--- config.mk ---
export PLATFORM = sky130hd
export DESIGN_NAME = raifes_pc_gen_flat
export DESIGN_NICKNAME = d
export VERILOG_FILES = /design/src/rtl/raifes_pc_gen_if.sv /design/src/rtl/raifes_pc_gen.sv /design/src/flat_wrapper.sv
export SDC_FILE = /design/constraint.sdc
export NUM_CORES = 1
export LEC_CHECK = 0
export CORE_ASPECT_RATIO = 0.8
export CORE_MARGIN = 5
export CORE_UTILIZATION = 25
export CTS_CLUSTER_SIZE = 30
export DETAILED_ROUTE_END_ITERATION = 8
export DONT_BUFFER_PORTS = 1
export PLACE_DENSITY = 0.43
export SETUP_SLACK_MARGIN = 0.4
export SYNTH_ARGS = -nofsm -noshare
export SYNTH_HDL_FRONTEND = slang
export SYNTH_SLANG_ARGS = --single-unit
export TNS_END_PERCENT = 50
--- constraint.sdc ---
create_clock -name clk -period 4.2 [get_ports clk]
set_input_delay 0.63 -clock clk [delete_from_list [all_inputs] [get_ports clk]]
set_output_delay 0.63 -clock clk [all_outputs]
set_load 0.01 [all_outputs]
--- src/rtl/raifes_pc_gen_if.sv ---
// -----------------------------------------------------------------------------
// raifes_pc_gen_if
//   Bundle of every signal exchanged between the raifes control/DX logic and
//   the program-counter unit (raifes_pc_gen). Clock and reset are not part of
//   the bundle; they stay plain ports on the module.
//
//   master : control unit / DX stage side (drives selects, operands, RAS ops)
//   slave  : raifes_pc_gen side (drives the next/fetch PC and RAS outputs)
//
//   Signals
//     PC_src_sel        3   next-PC source: SEQ, REPLAY, BRANCH, JAL, JALR,
//                           HANDLER, EPC, DPC (0..7)
//     stall_IF          1   hold fetch PC (honoured for SEQ only)
//     inst_DX           32  DX instruction, source of B/J/I immediates
//     inst_IF_is16      1   fetched instruction is 16-bit (compressed builds)
//     rs1_data          X   JALR base register value
//     PC_DX             X   PC of the DX instruction
//     handler_PC        X   trap handler target
//     epc, dpc          X   xRET and debug-return targets
//     ras_push/ras_pop  1   DX instruction is a call / a return
//     link_is16         1   DX instruction is 16-bit (link = PC_DX+2)
//     ras_flush         1   empty the return-address stack
//     PC_PIF            X   combinational next PC
//     PC_IF             X   registered fetch PC
//     target_misaligned 1   registered misaligned-target flag
//     ras_top           X   current return prediction (0 when empty)
//     ras_valid         1   return-address stack non-empty
// -----------------------------------------------------------------------------
interface raifes_pc_gen_if #(
  parameter int XPR_LEN = 32
);

  logic [2:0]         PC_src_sel;
  logic               stall_IF;
  logic [31:0]        inst_DX;
  logic               inst_IF_is16;
  logic [XPR_LEN-1:0] rs1_data;
  logic [XPR_LEN-1:0] PC_DX;
  logic [XPR_LEN-1:0] handler_PC;
  logic [XPR_LEN-1:0] epc;
  logic [XPR_LEN-1:0] dpc;
  logic               ras_push;
  logic               ras_pop;
  logic               link_is16;
  logic               ras_flush;

  logic [XPR_LEN-1:0] PC_PIF;
  logic [XPR_LEN-1:0] PC_IF;
  logic               target_misaligned;
  logic [XPR_LEN-1:0] ras_top;
  logic               ras_valid;

  modport master (
    output PC_src_sel, stall_IF, inst_DX, inst_IF_is16, rs1_data, PC_DX,
           handler_PC, epc, dpc, ras_push, ras_pop, link_is16, ras_flush,
    input  PC_PIF, PC_IF, target_misaligned, ras_top, ras_valid
  );

  modport slave (
    input  PC_src_sel, stall_IF, inst_DX, inst_IF_is16, rs1_data, PC_DX,
           handler_PC, epc, dpc, ras_push, ras_pop, link_is16, ras_flush,
    output PC_PIF, PC_IF, target_misaligned, ras_top, ras_valid
  );

endinterface

--- src/rtl/raifes_pc_gen.sv ---
// -----------------------------------------------------------------------------
// raifes_pc_gen
//   Program-counter unit of the raifes core. Selects the next PC (PC_PIF),
//   holds the architectural fetch PC (PC_IF), flags misaligned computed
//   targets, and keeps a circular return-address stack (RAS) that predicts
//   JALR returns.
//
//   Parameters
//     XPR_LEN      datapath / PC width (>= 32)
//     RESET_VECTOR PC_IF value after reset
//     RAS_DEPTH    RAS entries, power of two, >= 2
//     C_EXT        1 = compressed support: 2-byte alignment, 16-bit step
//
//   Ports
//     clk     rising-edge core clock
//     nreset  synchronous active-low reset, priority over all inputs
//     bus     raifes_pc_gen_if.slave (selects, operands, RAS ops in;
//             PC_PIF, PC_IF, target_misaligned, ras_top, ras_valid out)
// -----------------------------------------------------------------------------
module raifes_pc_gen #(
  parameter int                 XPR_LEN      = 32,
  parameter logic [XPR_LEN-1:0] RESET_VECTOR = '0,
  parameter int                 RAS_DEPTH    = 4,
  parameter bit                 C_EXT        = 1'b0
) (
  input  logic             clk,
  input  logic             nreset,
  raifes_pc_gen_if.slave   bus
);

  typedef enum logic [2:0] {
    SEL_SEQ     = 3'd0,
    SEL_REPLAY  = 3'd1,
    SEL_BRANCH  = 3'd2,
    SEL_JAL     = 3'd3,
    SEL_JALR    = 3'd4,
    SEL_HANDLER = 3'd5,
    SEL_EPC     = 3'd6,
    SEL_DPC     = 3'd7
  } pc_sel_e;

  localparam int PTR_W = $clog2(RAS_DEPTH);
  localparam int CNT_W = PTR_W + 1;

  pc_sel_e sel;
  assign sel = pc_sel_e'(bus.PC_src_sel);

  // ---------------------------------------------------------------------------
  // Immediate decode (RISC-V B/J/I formats), sign-extended to XPR_LEN
  // ---------------------------------------------------------------------------
  logic [XPR_LEN-1:0] imm_i;
  logic [XPR_LEN-1:0] imm_b;
  logic [XPR_LEN-1:0] imm_j;

  assign imm_i = XPR_LEN'($signed(bus.inst_DX[31:20]));
  assign imm_b = XPR_LEN'($signed({bus.inst_DX[31], bus.inst_DX[7],
                                    bus.inst_DX[30:25], bus.inst_DX[11:8],
                                    1'b0}));
  assign imm_j = XPR_LEN'($signed({bus.inst_DX[31], bus.inst_DX[19:12],
                                    bus.inst_DX[20], bus.inst_DX[30:21],
                                    1'b0}));

  // Opcode bits carry no target information here.
  logic unused_inst_bits;
  assign unused_inst_bits = ^bus.inst_DX[6:0];

  // ---------------------------------------------------------------------------
  // Next-PC selection
  // ---------------------------------------------------------------------------
  logic [XPR_LEN-1:0] pc_if_q;
  logic [XPR_LEN-1:0] pc_pif;
  logic [XPR_LEN-1:0] seq_step;
  logic [XPR_LEN-1:0] jalr_sum;
  logic               is_jump;
  logic               misaligned;
  logic               pc_load;

  assign seq_step = (C_EXT && bus.inst_IF_is16) ? XPR_LEN'(2) : XPR_LEN'(4);
  assign jalr_sum = bus.rs1_data + imm_i;

  logic unused_jalr_lsb;
  assign unused_jalr_lsb = jalr_sum[0];

  // NOTE: every always_comb output gets a default first, so no path through
  // the case can leave it unassigned and infer a latch.
  always_comb begin
    pc_pif = pc_if_q;
    unique case (sel)
      SEL_SEQ:     pc_pif = pc_if_q + seq_step;
      SEL_REPLAY:  pc_pif = pc_if_q;
      SEL_BRANCH:  pc_pif = bus.PC_DX + imm_b;
      SEL_JAL:     pc_pif = bus.PC_DX + imm_j;
      SEL_JALR:    pc_pif = {jalr_sum[XPR_LEN-1:1], 1'b0};
      SEL_HANDLER: pc_pif = bus.handler_PC;
      SEL_EPC:     pc_pif = bus.epc;
      SEL_DPC:     pc_pif = bus.dpc;
      default:     pc_pif = pc_if_q;
    endcase
  end

  // Only computed targets are checked; bit 0 is zero by construction for
  // branch/JAL immediates and forced to zero for JALR, so bit 1 decides.
  assign is_jump    = (sel == SEL_BRANCH) || (sel == SEL_JAL) || (sel == SEL_JALR);
  assign misaligned = is_jump && !C_EXT && pc_pif[1];

  // Redirects (2..7) ignore stall_IF; a misaligned computed target leaves the
  // fetch PC alone so the control unit can take the trap with a clean PC_IF.
  always_comb begin
    pc_load = 1'b0;
    if (is_jump) begin
      pc_load = !misaligned;
    end else if (sel == SEL_SEQ) begin
      pc_load = !bus.stall_IF;
    end else if (sel == SEL_REPLAY) begin
      pc_load = 1'b0;
    end else begin
      pc_load = 1'b1;
    end
  end

  logic tm_q;

  // NOTE: state registers use non-blocking assignments so every flop samples
  // pre-edge values regardless of the order the blocks are evaluated in.
  always_ff @(posedge clk) begin
    if (!nreset) begin
      pc_if_q <= RESET_VECTOR;
      tm_q    <= 1'b0;
    end else begin
      tm_q <= misaligned;
      if (pc_load) begin
        pc_if_q <= pc_pif;
      end
    end
  end

  // ---------------------------------------------------------------------------
  // Return-address stack
  //   ptr_q points at the current top entry; cnt_q saturates at RAS_DEPTH so a
  //   push on a full stack silently overwrites the oldest entry.
  // ---------------------------------------------------------------------------
  logic [XPR_LEN-1:0] ras_mem [RAS_DEPTH];
  logic [PTR_W-1:0]   ptr_q;
  logic [PTR_W-1:0]   ptr_d;
  logic [PTR_W-1:0]   wr_ptr;
  logic [CNT_W-1:0]   cnt_q;
  logic [CNT_W-1:0]   cnt_d;
  logic               wr_en;
  logic               ras_empty;
  logic               ras_full;
  logic [XPR_LEN-1:0] link;

  assign link      = bus.PC_DX + (bus.link_is16 ? XPR_LEN'(2) : XPR_LEN'(4));
  assign ras_empty = (cnt_q == '0);
  assign ras_full  = (cnt_q == CNT_W'(RAS_DEPTH));

  always_comb begin
    ptr_d  = ptr_q;
    cnt_d  = cnt_q;
    wr_en  = 1'b0;
    wr_ptr = ptr_q;
    if (bus.ras_flush) begin
      ptr_d = '0;
      cnt_d = '0;
    end else if (bus.ras_push && (!bus.ras_pop || ras_empty)) begin
      // Plain push; push+pop on an empty stack degenerates to a push.
      ptr_d  = ptr_q + PTR_W'(1);
      wr_ptr = ptr_q + PTR_W'(1);
      wr_en  = 1'b1;
      if (!ras_full) begin
        cnt_d = cnt_q + CNT_W'(1);
      end
    end else if (bus.ras_push && bus.ras_pop) begin
      // Return immediately followed by a call: replace the top in place.
      wr_en  = 1'b1;
      wr_ptr = ptr_q;
    end else if (bus.ras_pop && !ras_empty) begin
      ptr_d = ptr_q - PTR_W'(1);
      cnt_d = cnt_q - CNT_W'(1);
    end
  end

  always_ff @(posedge clk) begin
    if (!nreset) begin
      ptr_q <= '0;
      cnt_q <= '0;
    end else begin
      ptr_q <= ptr_d;
      cnt_q <= cnt_d;
    end
  end

  // NOTE: the stack entries are deliberately left out of reset; the count
  // alone decides validity, and ras_top is masked to zero while empty.
  always_ff @(posedge clk) begin
    if (nreset && wr_en) begin
      ras_mem[wr_ptr] <= link;
    end
  end

  // ---------------------------------------------------------------------------
  // Outputs
  // ---------------------------------------------------------------------------
  assign bus.PC_PIF            = pc_pif;
  assign bus.PC_IF             = pc_if_q;
  assign bus.target_misaligned = tm_q;
  assign bus.ras_valid         = !ras_empty;
  assign bus.ras_top           = ras_empty ? '0 : ras_mem[ptr_q];

endmodule

--- src/flat_wrapper.sv ---
// flat-port wrapper written by rule: the top's interface ports become plain ports
module raifes_pc_gen_flat 
#(
  parameter int                 XPR_LEN      = 32,
  parameter logic [XPR_LEN-1:0] RESET_VECTOR = '0,
  parameter int                 RAS_DEPTH    = 4,
  parameter bit                 C_EXT        = 1'b0
)
  (clk, nreset, bus_PC_src_sel, bus_stall_IF, bus_inst_DX, bus_inst_IF_is16, bus_rs1_data, bus_PC_DX, bus_handler_PC, bus_epc, bus_dpc, bus_ras_push, bus_ras_pop, bus_link_is16, bus_ras_flush, bus_PC_PIF, bus_PC_IF, bus_target_misaligned, bus_ras_top, bus_ras_valid);
  raifes_pc_gen_if #(.XPR_LEN(XPR_LEN)) bus_i ();
  input  logic clk;
  input  logic nreset;
  input wire logic [$bits(bus_i.PC_src_sel)-1:0] bus_PC_src_sel;
  input wire logic [$bits(bus_i.stall_IF)-1:0] bus_stall_IF;
  input wire logic [$bits(bus_i.inst_DX)-1:0] bus_inst_DX;
  input wire logic [$bits(bus_i.inst_IF_is16)-1:0] bus_inst_IF_is16;
  input wire logic [$bits(bus_i.rs1_data)-1:0] bus_rs1_data;
  input wire logic [$bits(bus_i.PC_DX)-1:0] bus_PC_DX;
  input wire logic [$bits(bus_i.handler_PC)-1:0] bus_handler_PC;
  input wire logic [$bits(bus_i.epc)-1:0] bus_epc;
  input wire logic [$bits(bus_i.dpc)-1:0] bus_dpc;
  input wire logic [$bits(bus_i.ras_push)-1:0] bus_ras_push;
  input wire logic [$bits(bus_i.ras_pop)-1:0] bus_ras_pop;
  input wire logic [$bits(bus_i.link_is16)-1:0] bus_link_is16;
  input wire logic [$bits(bus_i.ras_flush)-1:0] bus_ras_flush;
  output wire logic [$bits(bus_i.PC_PIF)-1:0] bus_PC_PIF;
  output wire logic [$bits(bus_i.PC_IF)-1:0] bus_PC_IF;
  output wire logic [$bits(bus_i.target_misaligned)-1:0] bus_target_misaligned;
  output wire logic [$bits(bus_i.ras_top)-1:0] bus_ras_top;
  output wire logic [$bits(bus_i.ras_valid)-1:0] bus_ras_valid;
  assign bus_i.PC_src_sel = bus_PC_src_sel;
  assign bus_i.stall_IF = bus_stall_IF;
  assign bus_i.inst_DX = bus_inst_DX;
  assign bus_i.inst_IF_is16 = bus_inst_IF_is16;
  assign bus_i.rs1_data = bus_rs1_data;
  assign bus_i.PC_DX = bus_PC_DX;
  assign bus_i.handler_PC = bus_handler_PC;
  assign bus_i.epc = bus_epc;
  assign bus_i.dpc = bus_dpc;
  assign bus_i.ras_push = bus_ras_push;
  assign bus_i.ras_pop = bus_ras_pop;
  assign bus_i.link_is16 = bus_link_is16;
  assign bus_i.ras_flush = bus_ras_flush;
  assign bus_PC_PIF = bus_i.PC_PIF;
  assign bus_PC_IF = bus_i.PC_IF;
  assign bus_target_misaligned = bus_i.target_misaligned;
  assign bus_ras_top = bus_i.ras_top;
  assign bus_ras_valid = bus_i.ras_valid;
  raifes_pc_gen #(.XPR_LEN(XPR_LEN), .RESET_VECTOR(RESET_VECTOR), .RAS_DEPTH(RAS_DEPTH), .C_EXT(C_EXT)) u_core (.clk(clk), .nreset(nreset), .bus(bus_i));
endmodule
## Word level (Yosys, flattened, before mapping)

Memories as Yosys holds them, arrays and structs flattened. A register that Yosys moved wholly into a read port is not among the register bits.
Cells that the tools add are included.

| word-level totals | value |
|---|---|
| logic and storage cells | 65 |
| input port bits | 203 |
| memories | 1 |
| output and inout bits | 98 |
| bits in writable memories | 128 |
| flip-flop bits (word level) | 38 |

Memories:

| name | words | bits a word | rd ports | clocked after memory_dff | wr ports | line | RTL |
|---|---|---|---|---|---|---|---|
| u_core.ras_mem | 4 | 32 | 1 | 1 | 1 | raifes_pc_gen.sv:142 | `logic [XPR_LEN-1:0] ras_mem [RAS_DEPTH];` |

| cells by class | value |
|---|---|
| multiplexer cells | 22 |
| bitwise gates (word level) | 1 |
| $add $sub $neg | 9 |
| reductions and logical operators | 18 |
| equality and inequality tests | 10 |

Operator list:

| operator | count |
|---|---|
| 32-bit one-hot mux with 8 select lines | 1 |
| 32-bit adder | 4 |
| 32-bit by 3-bit adder with 32-bit output, second input constant | 1 |
| 32-bit two-way mux | 1 |
| 3-bit equality test, second input constant | 5 |
| 3-bit two-way mux | 5 |
| 2-bit two-way mux | 7 |
| 1-bit two-way mux | 8 |
| 3-bit by 2-bit equality test with 1-bit output, second input constant | 2 |
| 3-bit zero test | 2 |
| 1-bit logical AND | 5 |
| 1-bit zero test | 4 |
| 3-bit by 1-bit adder with 3-bit output, second input constant | 1 |
| 3-bit by 1-bit equality test with 1-bit output, second input constant | 1 |
| 1-bit logical OR | 3 |
| 3-bit AND reduction | 1 |
| 3-bit by 1-bit subtractor with 3-bit output, second input constant | 1 |
| 2-bit by 1-bit adder with 2-bit output, second input constant | 1 |
| 2-bit by 1-bit != test with 1-bit output, second input constant | 1 |
| 2-bit != test, second input constant | 1 |
| 2-bit AND reduction | 1 |
| 2-bit nonzero test | 1 |
| 2-bit OR reduction | 1 |
| 2-bit by 1-bit subtractor with 2-bit output, second input constant | 1 |
| 1-bit inverter | 1 |

## Logic depth before layout (Yosys ltp)

Gate-level depths: netlist (run 1).

| depth | value |
|---|---|
| word-level depth | 8 |
| mapped depth | 16 |
| gate-level depth less buffers | 14 |

## Worst setup path after synthesis (run 1)

Ideal clock, no wire load.

| path | value |
|---|---|
| path type | input to output |
| from | input bus_PC_src_sel[0] |
| to | output bus_PC_PIF[23] |
| arrival time | 3.965 ns |
| buffers on the path | 4 |
| setup slack | -0.395 ns |
| stages | 16 |
| required time | 3.570 ns |
| cell sequence | buf_2 buf_2 buf_1 nand2_1 and2_1 clkbuf_1 a31o_2 ha_1 and4_1 and2_1 a221oi_2 nand3_1 a21oi_1 xnor2_1 a221oi_1 nand2_1 |

| between the ends | value |
|---|---|
| cells in the longest elaborated chain, start to end | 2 |
| elaborated cells between the ends (all ways) | 9 |
| classes of those cells | eq/ne (7); mux (1); reduce/logical (1) |

RTL lines:

| element | line | RTL |
|---|---|---|
| start, declared | flat_wrapper.sv:13 | `input wire logic [$bits(bus_i.PC_src_sel)-1:0] bus_PC_src_sel;` |
| 3-bit equality test (tied with other cells) | raifes_pc_gen.sv:88 | `unique case (sel)` |
| 32-bit one-hot mux with 8 select lines * | raifes_pc_gen.sv:88 |  |
| end, declared | flat_wrapper.sv:26 | `output wire logic [$bits(bus_i.PC_PIF)-1:0] bus_PC_PIF;` |

Every way passes the cells marked *; elsewhere a longest branch is shown, timed or not.

## Final worst setup path (run 1)

| path | value |
|---|---|
| from | input bus_PC_src_sel[2] |
| to | output bus_PC_PIF[21] |

The elaborated chain is that of the path after synthesis.

==> results of run 1 <==
==> registers in the layout (all words and copies together), names as in the netlist, named ones only <==
name and cells:
u_core.bus.PC_IF 32, u_core.bus.target_misaligned 1, u_core.ptr_q 2, u_core.ras_mem 128, u_core.cnt_q 3
==> cell usage in the layout (no fill, tap or decap), types with 20 or more instances in the layout <==
| cell | n |
|---|---|
| edfxtp_1 | 128 |
| nand3_1 | 37 |
| buf_4 | 66 |
| o21ai_0 | 54 |
| nand2_1 | 131 |
| mux4_2 | 35 |
| inv_1 | 28 |
| ha_1 | 53 |
| a21oi_1 | 82 |
| and2_1 | 38 |
| nand4_1 | 22 |
| xnor2_1 | 59 |
| mux2_2 | 29 |
| xor2_1 | 35 |
| nor2_1 | 91 |
| nor3_1 | 29 |
| a21o_1 | 20 |
| dfxtp_1 | 37 |
==> path summary, 6_finish.rpt <==
kind                                       endpoint                              from  slack (ns)
setup reg to reg  u_core.bus.PC_IF[22]$_SDFFE_PN0P_  u_core.bus.PC_IF[2]$_SDFFE_PN0P_        1.27
setup / recovery                     bus_PC_PIF[21]                 bus_PC_src_sel[2]        0.28
hold / removal       u_core.ras_mem[1][0]$_DFFE_PP_                      bus_PC_DX[0]        0.27
hold reg to reg        u_core.cnt_q[2]$_SDFFE_PP0P_      u_core.cnt_q[2]$_SDFFE_PP0P_        0.57
==> area by class of cell <==
cell class	instances	area share, %
multi-input cells	1085	55.9
repair buffers	71	3.64
clock inverters	15	1.15
clock buffers	17	2.76
flip-flops and latches	168	30.2
well taps	693	5.63
inverters	31	0.756
==> kinds of logic after synthesis <==
family,Yosys count
flip-flops,168
AO/OA/AOI/OAI,366
buffers and inverters,112
multiplexers,87
adder cells (fa/ha/maj),72
AND/OR/NAND/NOR,463
XOR/XNOR,97
==> worst reg2reg max path, stage by stage, from the launching register on <==
cell and delay, ns:
dfxtp_1 0.33, buf_4 0.18, ha_1 0.20, nand3_1 0.30, nor4_1 0.41, buf_4 0.20
nand4b_1 0.11, xnor2_1 0.15, o21ai_0 0.24, mux2_2 0.20, o221ai_1 0.10, buf_4 0.20
o21ba_2 0.20
==> per-layer routing <==
metal / track usage, % / up-vias / part of all wire [%]
met5: 0 / - / 0.026
met4: 3.96 / 2 / 1.6
met3: 4.69 / 48 / 7.4
met2: 25.7 / 358 / 43
met1: 24.5 / 5360 / 48
li1: - / 5188 / -
==> synthesized netlist by cell type, types with 5 or more instances <==
library cell    n  share of area, %
nand2_1       141               4.1
edfxtp_1      128                29
a21oi_1        96               3.7
nor2_1         94               2.7
ha_1           68               6.5
xnor2_1        61               4.1
o21ai_0        58               2.2
clkbuf_1       49               1.4
and2_1         41               2.0
nand3_1        41               1.6
dfxtp_1        40               6.1
xor2_1         36               2.4
mux4_2         35               6.0
mux2_2         33               2.8
nor3_1         32               1.2
inv_1          31              0.89
nand4_1        22               1.1
a21o_1         20               1.1
buf_2          19              0.73
mux2i_1        19               1.5
and3_1         18              0.86
a22oi_1        17              0.98
a31oi_1        17              0.81
nor2b_1        17              0.81
a22o_1         16               1.1
a211oi_1       13              0.75
nand2b_1       11              0.53
a31o_2         10              0.67
o211ai_1       10              0.57
a211o_1         9              0.60
buf_1           9              0.26
or3_1           9              0.43
o21a_1          8              0.46
o21bai_1        8              0.46
and4_1          7              0.47
a221oi_1        6              0.40
o221ai_1        6              0.40
a221o_1         5              0.38
a311oi_1        5              0.34
nor4_1          5              0.24
or2_2           5              0.24
==> power by group through the flow <==
stage / Combinational [µW] / Clock (µW) / Sequential (µW)
after detailed placement: 1370 / 0 / 1990
after floorplan: 1020 / 0 / 1960
final: 1460 / 1660 / 1950
after global placement: 1370 / 0 / 1990
after global routing: 1600 / 1770 / 1960
after CTS: 1440 / 1710 / 1950
==> timing repair <==
item	4_1_cts	5_1_grt
buffers inserted	12	6
pin swaps	26	18
endpoints found under the setup margin	22	24
gates resized for setup	45	22
==> stage by stage <==
step	power [µW]	utilization, %
after detailed placement	3360	27.6
after global routing	5330	29.6
after floorplan	2980	-
after CTS	5110	29.3
after global placement	3360	27.6
final	5080	29.6
==> metrics.cfg, run 1 <==
[outcome]
status=completed

[critical_path]
crit_path_start_kind=primary input
end_kind=primary output
cpLargestDelayFamily=compound AO/OA/AOI/OAI gates
worstPathRequired_ns=3.57
crit_cells=14
crit_path_max_incr_delay_ns=0.36
worstPathArrival_ns=3.29
slowest_stage=a221oi_4
r2r_cells=12
crit_top_cell=and2_4
critical_path_peak_fanout=56
crit_path_cell_trace=nor2b_4, nand2_8, and2_4, a31o_4, ha_4, and4_4, and2_4, a221oi_4, a31oi_4, o21a_1, o21ai_2, a211oi_2, a21oi_2, buf_4
cp.buffers_inverters=1
setup.worst_path.class=primary input to primary output

[worst_hold_path]
holdPathStages=0
hp-class=primary input to register

[pwr]
internal-power_uw=3330
power.share.clock_pct=32.7
p_leak_uw=0.00540
max-vdd-ir-drop_uv=265
p_switching_uw=1750
p_comb_share_pct=28.9
power_density_nw_per_um2=330
sw_frac_of_total_pct=34.5
seq_power_share_pct=38.4

[final_layout]
fin_nets=1649
multi_input_area_um2=8600
area.growth.synth_to_final_pct=17.8
n_fill_cell=5424
seqCellArea_um2=4650
instances_no_fill=2080
final_area_um2=15400
drive_above_1_share_pct=21.5
n_antenna_cell=0

[routing]
wl_per_cell_um=24.3
drc=0
routed_wl_um=50600
dr.pass1.iters=5
antenna_left=0
viasPerCell=5.27
route.vias.total=10956
initialDrtViolationCount=756

[yosys]
synthCells=1365
synthMuxAreaShare_pct=10.3
synth-simple-area-share_pct=17.4
syn_area_um2=13100
yosys_warnings=0
synthDistinctLibCells=88
synth_top_family_by_area=compound AO/OA/AOI/OAI gates
synth_edf_count=128
syn_nets=1640
synthAdderAreaFrac_pct=7.12
avgSynthCellArea_um2=9.57
ys_ff_latch=168
synth_compound_area_share_pct=19.6
synthArstFlopShare_pct=0
ys_seq_area_share_pct=35.5
ys.flop_type=edfxtp_1
synth_xor_area_share_pct=6.50

[floorplanning]
die_h_um=214
initial_core_util_pct=25.1
fp.dieW_um=266
row_count=75
io_pins=301
die_area_um2=57000
core-area_um2=52100

[sta]
fin_crit_ns=3.92
setup_ws_ns=0.276
slew_viol_final=0
tns_ns=0
fmax_mhz=255
period_share_pct=93.4
holdWs_ns=0.273
relSlewSlack_pct=35.3
hold_viol_final=0
rsz0062_at_grt=yes
tightest_slew_ns=0.971
clock_skew_ns=0.0204
setup_viol=0

[placed_design]
preCtsSetupSlack_ns=0.00326
gp_congestion=0.857
dp_cells=2030
placed_cell_area_um2=14400
port_buffers=0
hpwlAfterDp_um=39100

[cts]
clock_path_buffers=2
cts_made_buffers=17
numClockSinks=168
cts-root-buf=clkbuf_16
htreeDepth=4
clk_pin_slew_ns=0.07
clk_latency_ns=0.47
hold_buffers=0
cts_tree=yes

[global_route]
antenna_found_initial=1
grt_pass1_vias=10804
grt_usage_pct=17.1
grt_overflow_total=0
grt_pass1_wl_um=73900
grt_max_degree=77

[job]
maxCapViolCount=0

Note: power is estimated with default switching activity, not from simulation.
==> run 2: changes to the inputs <==
CORE_MARGIN = not set   (was 5)
==> run 2 against run 1 <==
  * Global-route usage up 1.3 points
  * Die area down 6.6%
  * Critical path depth unchanged
  * Combinational power about the same
  * Maximum frequency down 0.96%
  * Clock skew down 0.0068 ns
  * First-iteration DRC count down 20%
  * Routed wire length down 2.1%
  * Utilization up 0.20 points
  * Sequential share of layout area up 0.27 points
  * Final cell count down 1.2%
  * Flip-flop and latch count unchanged
  * Critical endpoint unchanged
==> metrics.cfg, run 2 (synthesis results as in run 1) <==
[outcome]
status=completed

[sta]
clock_skew_ns=0.0136  ; -0.00682 ns
relSlewSlack_pct=32.9  ; -2.4 points
setup_viol=0  ; unchanged
fin_crit_ns=3.96  ; +0.0381 ns
fmax_mhz=252  ; -0.96%
slew_viol_final=0  ; unchanged
rsz0062_at_grt=yes
tightest_slew_ns=1.00  ; +0.0323 ns
period_share_pct=94.3  ; +0.91 points
hold_viol_final=0  ; unchanged
setup_ws_ns=0.238  ; -0.0381 ns
tns_ns=0  ; unchanged

[final_layout]
n_antenna_cell=0  ; unchanged
final_util_pct=29.8  ; +0.20 points
final_common_cell=nand2_1
n_fill_cell=5382  ; -0.77%
final_area_um2=15300  ; -0.83%
largest_reg_flops=128  ; unchanged
layout_common_cells=nand2_1 (132), edfxtp_1 (128), nor2_1 (91)
drive_above_1_share_pct=20.5  ; -1.0 points
instances_no_fill=2056  ; -1.2%
regMostFlops=u_core.ras_mem
fin_nets=1634  ; -0.91%
area.growth.synth_to_final_pct=16.8

[pwr]
max-vdd-ir-drop_uv=296  ; +12%
p_leak_uw=0.00534  ; -1.2%
power_density_nw_per_um2=332  ; +0.58%
p_comb_share_pct=28.4  ; -0.5 points
sw_frac_of_total_pct=33.8  ; -0.69 points
power.share.clock_pct=32.9  ; +0.2 points
p_switching_uw=1710  ; -2.3%
seq_power_share_pct=38.8  ; +0.4 points
internal-power_uw=3350  ; +0.79%

[routing]
route.vias.total=10985  ; +0.26%
routed_wl_um=49600  ; -2.1%
drc=0  ; unchanged
initialDrtViolationCount=604  ; -20%
viasPerCell=5.34  ; +1.4%
antenna_left=0  ; unchanged
dr.pass1.iters=5  ; unchanged
wl_per_cell_um=24.1  ; -0.97%

[cts]
clk_pin_slew_ns=0.06  ; about the same
cts_made_buffers=17  ; unchanged
hold_buffers=0  ; unchanged
htreeDepth=4  ; unchanged
clk_latency_ns=0.45  ; -0.02 ns
clock_path_buffers=2  ; unchanged
cts_tree=yes
cts-root-buf=clkbuf_16
numClockSinks=168  ; unchanged

[floorplanning]
die_area_um2=53200  ; -6.6%
fp.dieW_um=258  ; -3.0%
core-area_um2=51300  ; -1.5%
initial_core_util_pct=25.5  ; +0.38 points
die_h_um=206  ; -3.7%
io_pins=301  ; unchanged
row_count=74  ; -1.3%

[global_route]
grt_pass1_vias=10682  ; -1.1%
grt_pass1_wl_um=72100  ; -2.5%
grt_overflow_total=0  ; unchanged
grt_max_degree=77  ; unchanged
antenna_found_initial=1  ; unchanged
grt_usage_pct=18.4  ; +1.3 points

[placed_design]
hpwlAfterDp_um=37700  ; -3.5%
preCtsSetupSlack_ns=0.0142  ; +0.0109 ns
placed_cell_area_um2=14300  ; -0.62%
dp_cells=2010  ; -0.99%
gp_congestion=0.867  ; +1.2%
port_buffers=0  ; unchanged

[critical_path]
r2r_cells=8  ; -4
critical_path_peak_fanout=67  ; +20%
worstPathRequired_ns=3.57  ; about the same
worstPathArrival_ns=3.33  ; +0.04 ns
crit_path_start_kind=primary input
end_kind=primary output
setup.worst_path.class=primary input to primary output

[worst_hold_path]
holdPathStages=0  ; unchanged
hp-class=primary input to register

[job]
maxCapViolCount=0  ; unchanged

[run 2: final cells by class]
class                      instances  area [µm²]  area share (%)
clock buffer                      18         429            2.81
clock inverter                    14         160            1.05
inverter                          31         116           0.762
multi-input combinational       1085        8610            56.4
sequential                       168        4650            30.5
tap                              684         856            5.61
timing repair buffer              56         448            2.93
[run 2: worst max-delay path, stage by stage]
cell	delay (ns)
nor2b_4	0.21
nand2_8	0.09
and2_4	0.21
a31o_4	0.24
ha_4	0.21
and4_4	0.21
and2_4	0.15
a221oi_4	0.37
a31oi_4	0.16
o21a_1	0.20
o21ai_2	0.19
a211oi_2	0.10
a21oi_2	0.20
buf_4	0.16
[run 2: final timing paths]
kind	startpoint	endpoint	slack [ns]
max	bus_PC_src_sel[1]	bus_PC_PIF[21]	0.24
min	bus_PC_DX[0]	u_core.ras_mem[3][0]$_DFFE_PP_	0.28
max reg2reg	u_core.cnt_q[0]$_SDFFE_PP0P_	u_core.ras_mem[0][1]$_DFFE_PP_	1.30
min reg2reg	u_core.bus.PC_IF[0]$_SDFFE_PN0P_	u_core.bus.PC_IF[0]$_SDFFE_PN0P_	0.54
[run 2: per-layer routing]
layer  global-route usage, %  vias up  wire length (µm)
li1                        -     5155                 -
met1                    25.7     5457             23600
met2                    28.7      326             22100
met3                    4.18       45              3060
met4                    4.31        2               741
met5                       0        -                13
[run 2: power groups by stage]
stage | clock network (µW) | logic, µW | registers, µW
after floorplan | 0 | 1020 | 1960
after global placement | 0 | 1330 | 2000
after detailed placement | 0 | 1340 | 2000
after CTS | 1700 | 1400 | 1960
after global routing | 1770 | 1560 | 1970
final | 1660 | 1440 | 1960
[run 2: stage by stage]
| step | power [µW] | hold WS, ns |
|---|---|---|
| floorplan | 2980 | 0.488 |
| global placement | 3330 | 0.532 |
| detailed placement | 3340 | 0.532 |
| CTS | 5060 | 0.247 |
| global route | 5310 | 0.246 |
| finish | 5060 | 0.283 |
[run 2: repair_timing]
action | in CTS | in global routing
setup endpoints to repair | 23 | 25
pin swaps | 23 | 22
resized for setup | 44 | 21
buffers inserted | 8 | 6
==> run 3: changes to the inputs <==
--- a/constraint.sdc
+++ b/constraint.sdc
@@ -3,2 +3,2 @@
 set_output_delay 0.63 -clock clk [all_outputs]
-set_load 0.01 [all_outputs]
+set_load 0.02 [all_outputs]
==> run 3 against run 2 <==
  * Via count fell by 0.11%
  * Sequential share of layout area fell by 0.40 points
  * Global-route usage fell by 0.053 points
  * Design area rose by 1.3%
  * Largest power group unchanged
  * Utilization rose by 0.39 points
  * Register-to-register slack barely moved
  * Flip-flop and latch count did not move
  * Critical path type unchanged
  * First-iteration DRC count rose by 9.8%
==> metrics.cfg, run 3 (synthesis results as in run 1) <==
[sta]
slew_viol_final=0  ; unchanged
fin_crit_ns=3.96  ; +0.000253 ns
relSlewSlack_pct=38.4  ; +5.6 points
setup_viol=0  ; unchanged
rsz0062_at_grt=yes
fmax_mhz=252  ; about the same
period_share_pct=94.3  ; about the same
tightest_slew_ns=0.923  ; -0.0799 ns
clock_skew_ns=0.0123  ; -0.00124 ns
tns_ns=0  ; unchanged
hold_viol_final=0  ; unchanged

[critical_path]
crit_path_start_kind=primary input
setup.worst_path.class=primary input to primary output
end_kind=primary output
critical_path_peak_fanout=3  ; -96%
worstPathArrival_ns=3.33  ; about the same
worstPathRequired_ns=3.57  ; about the same

[cts]
cts_tree=yes
clk_latency_ns=0.45  ; about the same
cts-root-buf=clkbuf_16
clk_pin_slew_ns=0.07  ; about the same
cts_made_buffers=17  ; unchanged
htreeDepth=4  ; unchanged
numClockSinks=168  ; unchanged
clock_path_buffers=2  ; unchanged

[global_route]
grt_usage_pct=18.4  ; -0.053 points
grt_pass1_vias=10792  ; +1.0%
grt_overflow_total=0  ; unchanged
grt_max_degree=77  ; unchanged
antenna_found_initial=2  ; +1
grt_pass1_wl_um=72000  ; about the same

[floorplanning]
die_h_um=206  ; unchanged
core-area_um2=51300  ; unchanged
row_count=74  ; unchanged
die_area_um2=53200  ; unchanged
io_pins=301  ; unchanged
initial_core_util_pct=25.5  ; unchanged
fp.dieW_um=258  ; unchanged

[routing]
dr.pass1.iters=5  ; unchanged
antenna_left=0  ; unchanged
route.vias.total=10973  ; -0.11%
drc=0  ; unchanged
viasPerCell=5.29  ; -1.1%
initialDrtViolationCount=663  ; +9.8%
wl_per_cell_um=23.7  ; -1.6%
routed_wl_um=49300  ; -0.65%

[pwr]
max-vdd-ir-drop_uv=271  ; -8.4%
p_leak_uw=0.00542  ; +1.5%
power_density_nw_per_um2=334  ; +0.70%

[final_layout]
area.growth.synth_to_final_pct=18.4
drive_above_1_share_pct=21.8  ; +1.3 points
layout_common_cells=nand2_1 (130), edfxtp_1 (128), nor2_1 (91)
final_common_cell=nand2_1
n_fill_cell=5363  ; -0.35%
regMostFlops=u_core.ras_mem
fin_nets=1651  ; +1.0%
largest_reg_flops=128  ; unchanged
final_util_pct=30.2  ; +0.39 points
final_area_um2=15500  ; +1.3%

[placed_design]
placed_cell_area_um2=14400  ; +1.3%
port_buffers=0  ; unchanged
gp_congestion=0.875  ; +0.95%
hpwlAfterDp_um=37900  ; +0.63%

[outcome]
status=completed

[worst_hold_path]
hp-class=primary input to register

[job]
maxCapViolCount=0  ; unchanged

run 3: worst paths after layout:
kind | from | to | slack [ns] | cells after the start
max | bus_rs1_data[0] | bus_PC_PIF[30] | 0.24 | 11
min reg2reg | u_core.cnt_q[2]$_SDFFE_PP0P_ | u_core.cnt_q[2]$_SDFFE_PP0P_ | 0.54 | 2
max reg2reg | u_core.bus.PC_IF[7]$_SDFFE_PN0P_ | u_core.bus.PC_IF[25]$_SDFFE_PN0P_ | 1.29 | 9
min | bus_PC_DX[0] | u_core.ras_mem[1][0]$_DFFE_PP_ | 0.27 | 0
run 3: layout make-up:
type / count / area (µm²) / area share [%]
tap: 684 / 856 / 5.53
antenna: 3 / 7.51 / 0.0485
inverter: 31 / 116 / 0.752
timing repair buffer: 73 / 604 / 3.91
multi-input combinational: 1085 / 8650 / 55.9
clock inverter: 14 / 156 / 1.01
clock buffer: 18 / 429 / 2.77
sequential: 168 / 4650 / 30.1
run 3: metrics by stage:
| step | total power (µW) | hold slack [ns] | cells | setup WS (ns) |
|---|---|---|---|---|
| 2_1_floorplan | 3080 | 0.504 | 1365 | 0.198 |
| 3_3_place_gp | 3460 | 0.532 | 2022 | 0.00376 |
| 3_5_place_dp | 3470 | 0.531 | 2022 | 0.00586 |
| 4_1_cts | 5170 | 0.238 | 2066 | 0.267 |
| 5_1_grt | 5420 | 0.240 | 2074 | 0.152 |
| 6_report | 5160 | 0.272 | 2076 | 0.238 |
run 3: worst max-delay path, stage by stage:
cell and delay [ns]:
and2_1 0.14, fa_1 0.44, a21oi_2 0.28, o211ai_1 0.23, a21oi_2 0.29, o211ai_1 0.19, a41oi_2 0.28, buf_4 0.16
mux2i_1 0.17, o21ai_0 0.16, or2_4 0.36
run 3: where the power goes:
part | internal [µW] | leakage (µW) | switching (µW)
Combinational | 640 | 0.00365 | 924
Clock | 846 | 0.000286 | 784
Sequential | 1850 | 0.00149 | 115
Total | 3340 | 0.00542 | 1820
run 3: timing repair:
item | 4_1_cts | 5_1_grt
pin swaps | 31 | 23
endpoints found under the hold margin | 0 | 0
hold buffers | 0 | 0
endpoints found under the setup margin | 22 | 23
setup buffers | 12 | 7
gates resized for setup | 40 | 19
run 3: metal layers:
metal / share of wire [%] / wire length [µm] / global-route usage, %
met4: 2.1 / 1050 / 5.26
met5: 0 / 0 / 0
met1: 48 / 23500 / 25.2
met2: 44 / 21500 / 28.2
met3: 6.7 / 3290 / 4.83
